===== src/rtl/lsu_ctrl_pkg.sv =====
// Shared definitions for the load/store controller: funct3 encodings, FSM states
// and small decode helpers used by lsu_ctrl and lsu_load_align.
package lsu_defs;

  localparam logic [2:0] F3_B  = 3'd0;
  localparam logic [2:0] F3_H  = 3'd1;
  localparam logic [2:0] F3_W  = 3'd2;
  localparam logic [2:0] F3_BU = 3'd4;
  localparam logic [2:0] F3_HU = 3'd5;

  typedef enum logic [1:0] {
    S_IDLE = 2'd0,
    S_REQ  = 2'd1,
    S_WAIT = 2'd2,
    S_RESP = 2'd3
  } lsu_state_e;

  function automatic logic func3_bad(input logic wen, input logic [2:0] f3);
    logic bad;
    if (wen) begin
      bad = (f3 > F3_W);
    end else begin
      bad = (f3 == 3'd3) || (f3 == 3'd6) || (f3 == 3'd7);
    end
    return bad;
  endfunction

  // Shifted strobes keep only the bytes that land inside the word.
  function automatic logic [3:0] store_strb(input logic [2:0] f3, input logic [1:0] off);
    logic [3:0] strb;
    case (f3)
      F3_B:    strb = 4'b0001 << off;
      F3_H:    strb = 4'b0011 << off;
      F3_W:    strb = 4'b1111;
      default: strb = 4'b0000;
    endcase
    return strb;
  endfunction

  function automatic logic misaligned(input logic [2:0] f3, input logic [1:0] off);
    logic mis;
    case (f3)
      F3_H, F3_HU: mis = off[0];
      F3_W:        mis = (off != 2'b00);
      default:     mis = 1'b0;
    endcase
    return mis;
  endfunction

endpackage


===== src/rtl/lsu_load_align.sv =====
// Combinational load-data alignment: shifts the raw bus word by the byte
// offset and sign/zero-extends according to funct3.
module lsu_load_align
  import lsu_defs::*;
(
  input  logic [31:0] raw,
  input  logic [1:0]  off,
  input  logic [2:0]  func3,
  output logic [31:0] data
);

  logic [31:0] w_s;

  // Extract and extend the addressed bytes.
  always_comb begin
    w_s = raw >> {off, 3'b000};
    case (func3)
      F3_B:    data = {{24{w_s[7]}}, w_s[7:0]};
      F3_H:    data = {{16{w_s[15]}}, w_s[15:0]};
      F3_W:    data = w_s;
      F3_BU:   data = {24'h000000, w_s[7:0]};
      F3_HU:   data = {16'h0000, w_s[15:0]};
      default: data = 32'h0000_0000;
    endcase
  end

endmodule


===== src/rtl/lsu_ctrl.sv =====
// Load/store controller between EXU and the data-memory bus (one access in flight).
// Define LSU_MISALIGN_TRAP_EN to fault misaligned accesses without a bus request.
module lsu_ctrl
  import lsu_defs::*;
#(
  parameter int TIMEOUT_CYCLES = 256,
  parameter int CNT_W          = 9
) (
  input  logic        clk,
  input  logic        rst,
  input  logic        req_valid,
  output logic        req_ready,
  input  logic        req_wen,
  input  logic [2:0]  req_func3,
  input  logic [31:0] req_addr,
  input  logic [31:0] req_wdata,
  output logic        mem_req_valid,
  input  logic        mem_req_ready,
  output logic        mem_req_wen,
  output logic [31:0] mem_addr,
  output logic [31:0] mem_wdata,
  output logic [3:0]  mem_wstrb,
  input  logic        mem_resp_valid,
  input  logic [31:0] mem_rdata,
  input  logic        mem_resp_err,
  output logic        resp_valid,
  input  logic        resp_ready,
  output logic [31:0] resp_rdata,
  output logic        resp_err
);

  lsu_state_e       state_r, state_nxt_s;
  logic [CNT_W-1:0] cnt_r;
  logic             wen_r;
  logic [2:0]       func3_r;
  logic [1:0]       off_r;
  logic [31:0]      addr_r, wdata_r, rdata_r;
  logic [3:0]       wstrb_r;
  logic             err_r;
  logic [31:0]      load_data_s;
  logic             misalign_s, reject_s, timeout_s;

`ifdef LSU_MISALIGN_TRAP_EN
  assign misalign_s = misaligned(req_func3, req_addr[1:0]);
`else
  assign misalign_s = 1'b0;
`endif

  assign reject_s  = func3_bad(req_wen, req_func3) | misalign_s;
  assign timeout_s = (cnt_r == CNT_W'(TIMEOUT_CYCLES - 1));

  lsu_load_align u_align (
    .raw   (mem_rdata),
    .off   (off_r),
    .func3 (func3_r),
    .data  (load_data_s)
  );

  // State register.
  always_ff @(posedge clk) begin
    if (rst) begin
      state_r <= S_IDLE;
    end else begin
      state_r <= state_nxt_s;
    end
  end

  // Next-state and handshake decode; a response pulse beats a same-cycle timeout.
  always_comb begin
    state_nxt_s   = state_r;
    req_ready     = 1'b0;
    mem_req_valid = 1'b0;
    resp_valid    = 1'b0;
    case (state_r)
      S_IDLE: begin
        req_ready = 1'b1;
        if (req_valid) begin
          state_nxt_s = reject_s ? S_RESP : S_REQ;
        end else begin
          state_nxt_s = S_IDLE;
        end
      end
      S_REQ: begin
        mem_req_valid = 1'b1;
        if (mem_req_ready) begin
          state_nxt_s = S_WAIT;
        end else begin
          state_nxt_s = S_REQ;
        end
      end
      S_WAIT: begin
        if (mem_resp_valid || timeout_s) begin
          state_nxt_s = S_RESP;
        end else begin
          state_nxt_s = S_WAIT;
        end
      end
      S_RESP: begin
        resp_valid = 1'b1;
        if (resp_ready) begin
          state_nxt_s = S_IDLE;
        end else begin
          state_nxt_s = S_RESP;
        end
      end
      default: state_nxt_s = S_IDLE;
    endcase
  end

  // Request latch, timeout counter and result capture.
  always_ff @(posedge clk) begin
    if (rst) begin
      cnt_r   <= '0;
      wen_r   <= 1'b0;
      func3_r <= 3'd0;
      off_r   <= 2'd0;
      addr_r  <= 32'h0000_0000;
      wdata_r <= 32'h0000_0000;
      wstrb_r <= 4'b0000;
      rdata_r <= 32'h0000_0000;
      err_r   <= 1'b0;
    end else begin
      case (state_r)
        S_IDLE: begin
          if (req_valid) begin
            wen_r   <= req_wen;
            func3_r <= req_func3;
            off_r   <= req_addr[1:0];
            addr_r  <= {req_addr[31:2], 2'b00};
            wdata_r <= req_wen ? (req_wdata << {req_addr[1:0], 3'b000}) : 32'h0000_0000;
            wstrb_r <= (req_wen && !reject_s) ? store_strb(req_func3, req_addr[1:0]) : 4'b0000;
            rdata_r <= 32'h0000_0000;
            err_r   <= reject_s;
            cnt_r   <= '0;
          end
        end
        S_REQ: begin
          cnt_r <= '0;
        end
        S_WAIT: begin
          if (mem_resp_valid) begin
            rdata_r <= (wen_r || mem_resp_err) ? 32'h0000_0000 : load_data_s;
            err_r   <= mem_resp_err;
          end else if (timeout_s) begin
            rdata_r <= 32'h0000_0000;
            err_r   <= 1'b1;
          end else begin
            cnt_r <= cnt_r + CNT_W'(1);
          end
        end
        default: begin
          cnt_r <= cnt_r;
        end
      endcase
    end
  end

  assign mem_req_wen = wen_r;
  assign mem_addr    = addr_r;
  assign mem_wdata   = wdata_r;
  assign mem_wstrb   = wstrb_r;
  assign resp_rdata  = rdata_r;
  assign resp_err    = err_r;

endmodule


===== config.mk =====
export PLATFORM = sky130hd
export DESIGN_NAME = lsu_ctrl
export DESIGN_NICKNAME = d
export VERILOG_FILES = /design/src/rtl/lsu_ctrl_pkg.sv /design/src/rtl/lsu_load_align.sv /design/src/rtl/lsu_ctrl.sv
export SDC_FILE = /design/constraint.sdc
export NUM_CORES = 1
export LEC_CHECK = 0
export ABC_AREA = 1
export BUFFER_PORTS_ARGS = -buffer_cell sky130_fd_sc_hd__buf_4
export CORE_MARGIN = 1.5
export CORE_UTILIZATION = 36
export DETAILED_ROUTE_END_ITERATION = 8
export GPL_TIMING_DRIVEN = 0
export PLACE_DENSITY = 0.61
export SYNTH_ARGS = -nofsm -noshare
export SYNTH_HDL_FRONTEND = slang
export SYNTH_SLANG_ARGS = --single-unit

===== constraint.sdc =====
create_clock -name clk -period 2.45 [get_ports clk]
set_clock_uncertainty 0.15 [all_clocks]
set_input_delay 0.6125 -clock clk [delete_from_list [all_inputs] [get_ports clk]]
set_output_delay 0.6125 -clock clk [all_outputs]
set_load 0.03 [all_outputs]

==> results of run 1 <==
==> stage by stage <==
step / area [um^2] / setup slack, ns / cells / total power [mW] / hold WS, ns
after floorplan: 5530 / 0.645 / 834 / 3.01 / 0.286
after global placement: 7330 / 0.137 / 1230 / 3.56 / 0.304
after detailed placement: 7330 / 0.109 / 1230 / 3.56 / 0.307
after CTS: 7910 / 0.347 / 1261 / 6.04 / 0.269
after global routing: 7910 / 0.146 / 1261 / 6.30 / 0.303
final: 7910 / 0.353 / 1261 / 6.00 / 0.283
==> path summary, 6_finish.rpt <==
check	start	to	slack, ns	depth (start not counted)
setup / recovery	cnt_r[0]$_SDFFE_PP0P_	resp_rdata[10]$_SDFFE_PP0P_	0.35	10
hold / removal	req_addr[26]	mem_addr[26]$_SDFFE_PP0P_	0.28	3
setup reg to reg	cnt_r[0]$_SDFFE_PP0P_	resp_rdata[10]$_SDFFE_PP0P_	0.35	10
hold reg to reg	resp_rdata[11]$_SDFFE_PP0P_	resp_rdata[11]$_SDFFE_PP0P_	0.32	2
==> power breakdown <==
group | internal [mW] | total, mW | leakage (nW) | switching, mW
clock | 1.62 | 2.47 | 0.284 | 0.858
combinational | 0.513 | 1.44 | 2.38 | 0.924
sequential | 2.01 | 2.09 | 0.945 | 0.0761
==> registers in the layout (all words and copies together) (netlist names) <==
| signal | flops |
|---|---|
| cnt_r | 9 |
| func3_r | 3 |
| mem_addr | 30 |
| mem_req_wen | 1 |
| mem_wdata | 32 |
| mem_wstrb | 4 |
| off_r | 2 |
| resp_err | 1 |
| resp_rdata | 32 |
| state_r | 2 |
==> placed cells by master, fill, tap and decap left out, drive strengths merged <==
cell	synthesis	final
conb	1	2
dfxtp	116	116
nand4	2	2
buf	31	239
clkinvlp	0	1
clkinv	1	6
ha	2	2
bufinv	0	3
a21oi	74	74
and2	1	1
nand3b	1	1
clkbuf	25	47
o21ai	56	56
nand2	259	259
nor3b	1	1
nor2	126	126
nand3	64	64
a22oi	7	7
o31ai	8	8
o211ai	15	15
nor3	8	8
inv	34	34
a31oi	1	1
==> critical path: cells and delay by family (launching register included) <==
family | cells | cell delay [ns]
AOI/OAI and AO/OA | 2 | 0.33
adders and majority gates | 2 | 0.42
buffers and inverters | 2 | 0.38
DFF | 1 | 0.32
and+or+nand+nor | 4 | 0.42
==> routing by layer <==
| metal | part of all wire, % | routed length, um | vias up | track usage, % |
|---|---|---|---|---|
| met4 | 2.5 | 469 | 0 | 10.1 |
| met1 | 44 | 8340 | 2754 | 29.8 |
| li1 | - | - | 3179 | - |
| met5 | 0 | 0 | - | 0 |
| met2 | 46 | 8760 | 238 | 38.1 |
| met3 | 7.2 | 1370 | 34 | 6.71 |
==> cell families after synthesis <==
| kind of cell | synth area share, % |
|---|---|
| adder cells (fa/ha/maj) | 0.453 |
| AO/OA/AOI/OAI | 16.0 |
| AND/OR/NAND/NOR | 34.2 |
| buffers and inverters | 7.33 |
| other | 0.0678 |
| flip-flops | 42.0 |
==> area by class of cell <==
class / count / share of cell area, %
Multi-Input combinational cell: 627 / 35.4
Sequential cell: 116 / 29.3
Timing Repair Buffer: 208 / 19.7
Clock buffer: 22 / 5.74
Buffer: 56 / 3.46
Tap cell: 188 / 2.97
Inverter: 35 / 1.66
Clock inverter: 9 / 1.64
==> impl_metrics.env, run 1 <==
export IMPL_power_density_nw_per_um2=758
export IMPL_cts_setup_buffers=0
export IMPL_leakage_nw=3.61
export IMPL_multi_input_area_um2=2800
export IMPL_min_period_ns=2.10
export IMPL_die_x_um=127
export IMPL_criticalPathCategory="reg -> reg"
export IMPL_path_cells="ha_1 > nand4_1 > nor3_1 > ha_1 > o21ai_1 > nand2_1 > inv_2 > buf_2 > nand2_1 > a21oi_1"
export IMPL_synthArstFlopShare_pct=0
export IMPL_detail_route_antenna_nets=0
export IMPL_max_freq_mhz=477
export IMPL_synth_cell_types=30
export IMPL_rsz0062_at_grt="false"
export IMPL_cts_buffers=17
export IMPL_finalWirelength_um=18900
export IMPL_max_stage_delay_ns=0.32
export IMPL_synth_top_flop_cell="dfxtp_1"
export IMPL_cp_slowest_cell="dfxtp_1"
export IMPL_status="completed"
export IMPL_worstMarginPinSlew_ns=0.614
export IMPL_period_share_pct=85.6
export IMPL_num_rows=45
export IMPL_hpwl_um=14500
export IMPL_hold_viol=0
export IMPL_critPathMaxFanout=10
export IMPL_cts_tree="yes"
export IMPL_die_area_um2=16100
export IMPL_cts_hold_fix_buffers=0
export IMPL_peakVddDrop_mv=0.425
export IMPL_post_cts_resize_count=0
export IMPL_synth_top_cell_by_area="dfxtp_1"
export IMPL_final_max_slew_viol_count=0
export IMPL_setup_viol=0
export IMPL_synth_edf_count=0
export IMPL_grt_pass1_wl_um=30000
export IMPL_endpoint_kind="flip-flop"
export IMPL_maxCapViolCount=0
export IMPL_grt_pass1_vias=5808
export IMPL_core_area_um2=15100
export IMPL_clkTransAtPathRegs_ns=0.06
export IMPL_drive_above_1_share_pct=26.0
export IMPL_grt_ovfl_total=0
export IMPL_grt_usage_pct=23.7
export IMPL_vias_per_cell=4.92
export IMPL_yosys_area_top_type_share_pct=42.0
export IMPL_tns_ns=0
export IMPL_yosys_top_cells_area="dfxtp_1 42%, nand2_1 17%, nor2_1 8.1%"
export IMPL_ff_latch_area_um2=2320
export IMPL_syn_area_um2=5530
export IMPL_grt_max_degree=17
export IMPL_post_drt_wl_per_cell_um=15.0
export IMPL_fin_util_pct=52.4
export IMPL_cp_required_ns=2.64
export IMPL_route_detailed_drc=0
export IMPL_drtIter0Drc=367
export IMPL_fillers=1575
export IMPL_syn_to_final_growth_pct=43.1
export IMPL_vias=6205
export IMPL_syn_avg_cell_area_um2=6.64
export IMPL_gp_congestion=0.909
export IMPL_clockBufferDepth=2
export IMPL_htreeDepth=4
export IMPL_clk_latency_ns=0.41
export IMPL_grt_antenna_before_repair=0
export IMPL_synth_most_common_cell="nand2_1"
export IMPL_yosys_warnings=0
export IMPL_synth_cells=833
export IMPL_fin_nets=1170
export IMPL_hold_class="in -> reg"
export IMPL_clockRootBuffer="clkbuf_16"
export IMPL_yosys_top_cells_count="257 x nand2_1, 120 x nor2_1, 116 x dfxtp_1, 74 x a21oi_1, 64 x nand3_1"
export IMPL_yosysSeqAreaShare_pct=42.0
export IMPL_io_pins=212
export IMPL_first_pass_iters=5
export IMPL_start_util_pct=36.6
export IMPL_synth_seq_cells=116
export IMPL_port_buffers=208
export IMPL_startpoint_type="flip-flop"
export IMPL_die_h_um=127
export IMPL_crit_arrival_ns=2.28
export IMPL_max_slew_margin_pct=59.0
export IMPL_cts_sinks=116
export IMPL_antennaDiodeCount=0
Power figures use the tool's default switching activity.
==> run 2: changes to the inputs <==
--- a/config.mk
+++ b/config.mk
@@ -15,3 +15,4 @@
 export SYNTH_ARGS = -nofsm -noshare
 export SYNTH_HDL_FRONTEND = slang
 export SYNTH_SLANG_ARGS = --single-unit
+export TNS_END_PERCENT = 5
==> constraint.sdc (replaced) <==
create_clock -name clk -period 2.45 [get_ports clk]
set_clock_uncertainty 0.15 [all_clocks]
set_input_delay 0.245 -clock clk [delete_from_list [all_inputs] [get_ports clk]]
set_output_delay 0.245 -clock clk [all_outputs]
set_load 0.03 [all_outputs]
==> impl_metrics.env, run 2 (synthesized netlist as in run 1, its figures left out) <==
export IMPL_cts_sinks=116
export IMPL_cp_slowest_cell="dfxtp_1"
export IMPL_final_max_slew_viol_count=0
export IMPL_cp_startpoint="cnt_r[0]$_SDFFE_PP0P_"
export IMPL_setup_viol=0
export IMPL_vias=6418
export IMPL_grt_usage_pct=24.6
export IMPL_max_freq_mhz=478
export IMPL_post_drt_wl_per_cell_um=15.1
export IMPL_layout_commonest_cell="nand2_1"
export IMPL_peakVddDrop_mv=0.427
export IMPL_startpoint_type="flip-flop"
export IMPL_hpwl_um=14500
export IMPL_tns_ns=0
export IMPL_crit_arrival_ns=2.28
export IMPL_core_area_um2=15100
export IMPL_cp_required_ns=2.64
export IMPL_rsz0062_at_grt="false"
export IMPL_start_util_pct=36.6
export IMPL_cts_hold_fix_buffers=35
export IMPL_endpoint_kind="flip-flop"
export IMPL_r2r_start="cnt_r[0]$_SDFFE_PP0P_"
export IMPL_max_slew_margin_pct=59.3
export IMPL_min_period_ns=2.09
export IMPL_criticalPathCategory="reg -> reg"
export IMPL_antennaDiodeCount=0
export IMPL_detail_route_antenna_nets=0
export IMPL_syn_to_final_growth_pct=49.5
export IMPL_critPathMaxFanout=10
export IMPL_die_area_um2=16100
export IMPL_hold_viol=0
export IMPL_cts_tree="yes"
export IMPL_rr_worst_depth=10
export IMPL_whs_ns=0.0287
export IMPL_cts_setup_buffers=0
export IMPL_clkTransAtPathRegs_ns=0.05
export IMPL_first_pass_iters=5
export IMPL_route_detailed_drc=0
export IMPL_drtIter0Drc=405
export IMPL_grt_pass1_wl_um=31100
export IMPL_clk_latency_ns=0.41
export IMPL_grt_pass1_vias=6137
export IMPL_path_cells="ha_1 > nand4_1 > nor3_1 > ha_1 > o21ai_1 > nand2_1 > inv_2 > buf_2 > nand2_1 > a21oi_1"
export IMPL_path_delay_family="simple AND/OR/NAND/NOR gates"
export IMPL_leakage_nw=3.76
export IMPL_port_buffers=208
export IMPL_cp_depth=10
export IMPL_reg2reg_setup_slack_ns=0.36
export IMPL_period_share_pct=85.4
export IMPL_cts_buffers=17
export IMPL_die_x_um=127
export IMPL_grt_max_degree=17
export IMPL_cp_endpoint="resp_rdata[10]$_SDFFE_PP0P_"
export IMPL_r2r_end="resp_rdata[10]$_SDFFE_PP0P_"
export IMPL_path_buf_inv=2
export IMPL_grt_antenna_before_repair=0
export IMPL_clockRootBuffer="clkbuf_16"
export IMPL_drive_above_1_share_pct=25.2
export IMPL_vias_per_cell=4.95
export IMPL_final_cell_mix="257 x nand2_1, 210 x buf_4, 120 x nor2_1"
export IMPL_grt_ovfl_total=0
export IMPL_die_h_um=127
export IMPL_fillers=1536
export IMPL_hold_class="in -> reg"
export IMPL_io_pins=212
export IMPL_clockBufferDepth=2
export IMPL_status="completed"
export IMPL_gp_congestion=0.909
export IMPL_maxCapViolCount=0
export IMPL_hp_start="req_func3[1]"
export IMPL_num_rows=45
export IMPL_htreeDepth=4
export IMPL_post_cts_resize_count=0
export IMPL_power_density_nw_per_um2=733
export IMPL_worstMarginPinSlew_ns=0.611
export IMPL_fin_nets=1205
export IMPL_finalWirelength_um=19500
export IMPL_max_stage_delay_ns=0.32
run 2: cell types whose count changed in the layout (fill, tap and decap cells not counted), sizes merged:
| cell | before | now |
|---|---|---|
| dlygate4sd3 | 0 | 35 |
run 2: layout make-up:
| cell class | count | area (um^2) | area share [%] |
|---|---|---|---|
| Tap cell | 188 | 235 | 2.85 |
| Clock buffer | 22 | 454 | 5.50 |
| Clock inverter | 9 | 130 | 1.57 |
| Sequential cell | 116 | 2320 | 28.1 |
| Buffer | 56 | 274 | 3.32 |
| Multi-Input combinational cell | 627 | 2800 | 33.9 |
| Inverter | 35 | 131 | 1.59 |
| Timing Repair Buffer | 243 | 1910 | 23.1 |
run 2: metrics by stage:
| stage | cell area (um^2) | power [mW] | util [%] | cells | worst slack [ns] |
|---|---|---|---|---|---|
| after floorplan | 5530 | 3.01 | - | 834 | 0.645 |
| after global placement | 7330 | 3.56 | 48.6 | 1230 | 0.391 |
| after detailed placement | 7330 | 3.56 | 48.6 | 1230 | 0.379 |
| after CTS | 8260 | 6.09 | 54.8 | 1296 | 0.347 |
| after global routing | 8260 | 6.35 | 54.8 | 1296 | 0.146 |
| final | 8260 | 6.06 | 54.8 | 1296 | 0.357 |
run 2: per-layer routing:
metal | vias to the layer above | GRT usage [%] | part of all wire [%]
met5 | - | 0 | 0
met4 | 0 | 12.2 | 3.6
met3 | 53 | 6.62 | 6.7
met2 | 254 | 39.6 | 46
met1 | 2865 | 30.3 | 43
li1 | 3246 | - | -
run 2: worst min-delay path by stage:
stage	end	slack, ns	cells past startpoint
2_1_floorplan	mem_addr[25]$_SDFFE_PP0P_	0.24	2
3_3_place_gp	resp_rdata[19]$_SDFFE_PP0P_	0.30	2
3_5_place_dp	resp_rdata[19]$_SDFFE_PP0P_	0.31	2
4_1_cts	func3_r[1]$_SDFFE_PP0P_	0.005	3
5_1_grt	func3_r[1]$_SDFFE_PP0P_	0.03	3
6_report	func3_r[1]$_SDFFE_PP0P_	0.03	3
run 2: where the power goes:
group	switching (mW)	internal (mW)	total [mW]
clock network	0.863	1.62	2.48
registers	0.0776	2.01	2.09
logic	0.940	0.551	1.49
total	1.88	4.18	6.06
run 2: worst min-delay path, stage by stage:
cell and delay [ns]:
buf_4 0.11, o21ai_0 0.08, a21oi_1 0.11
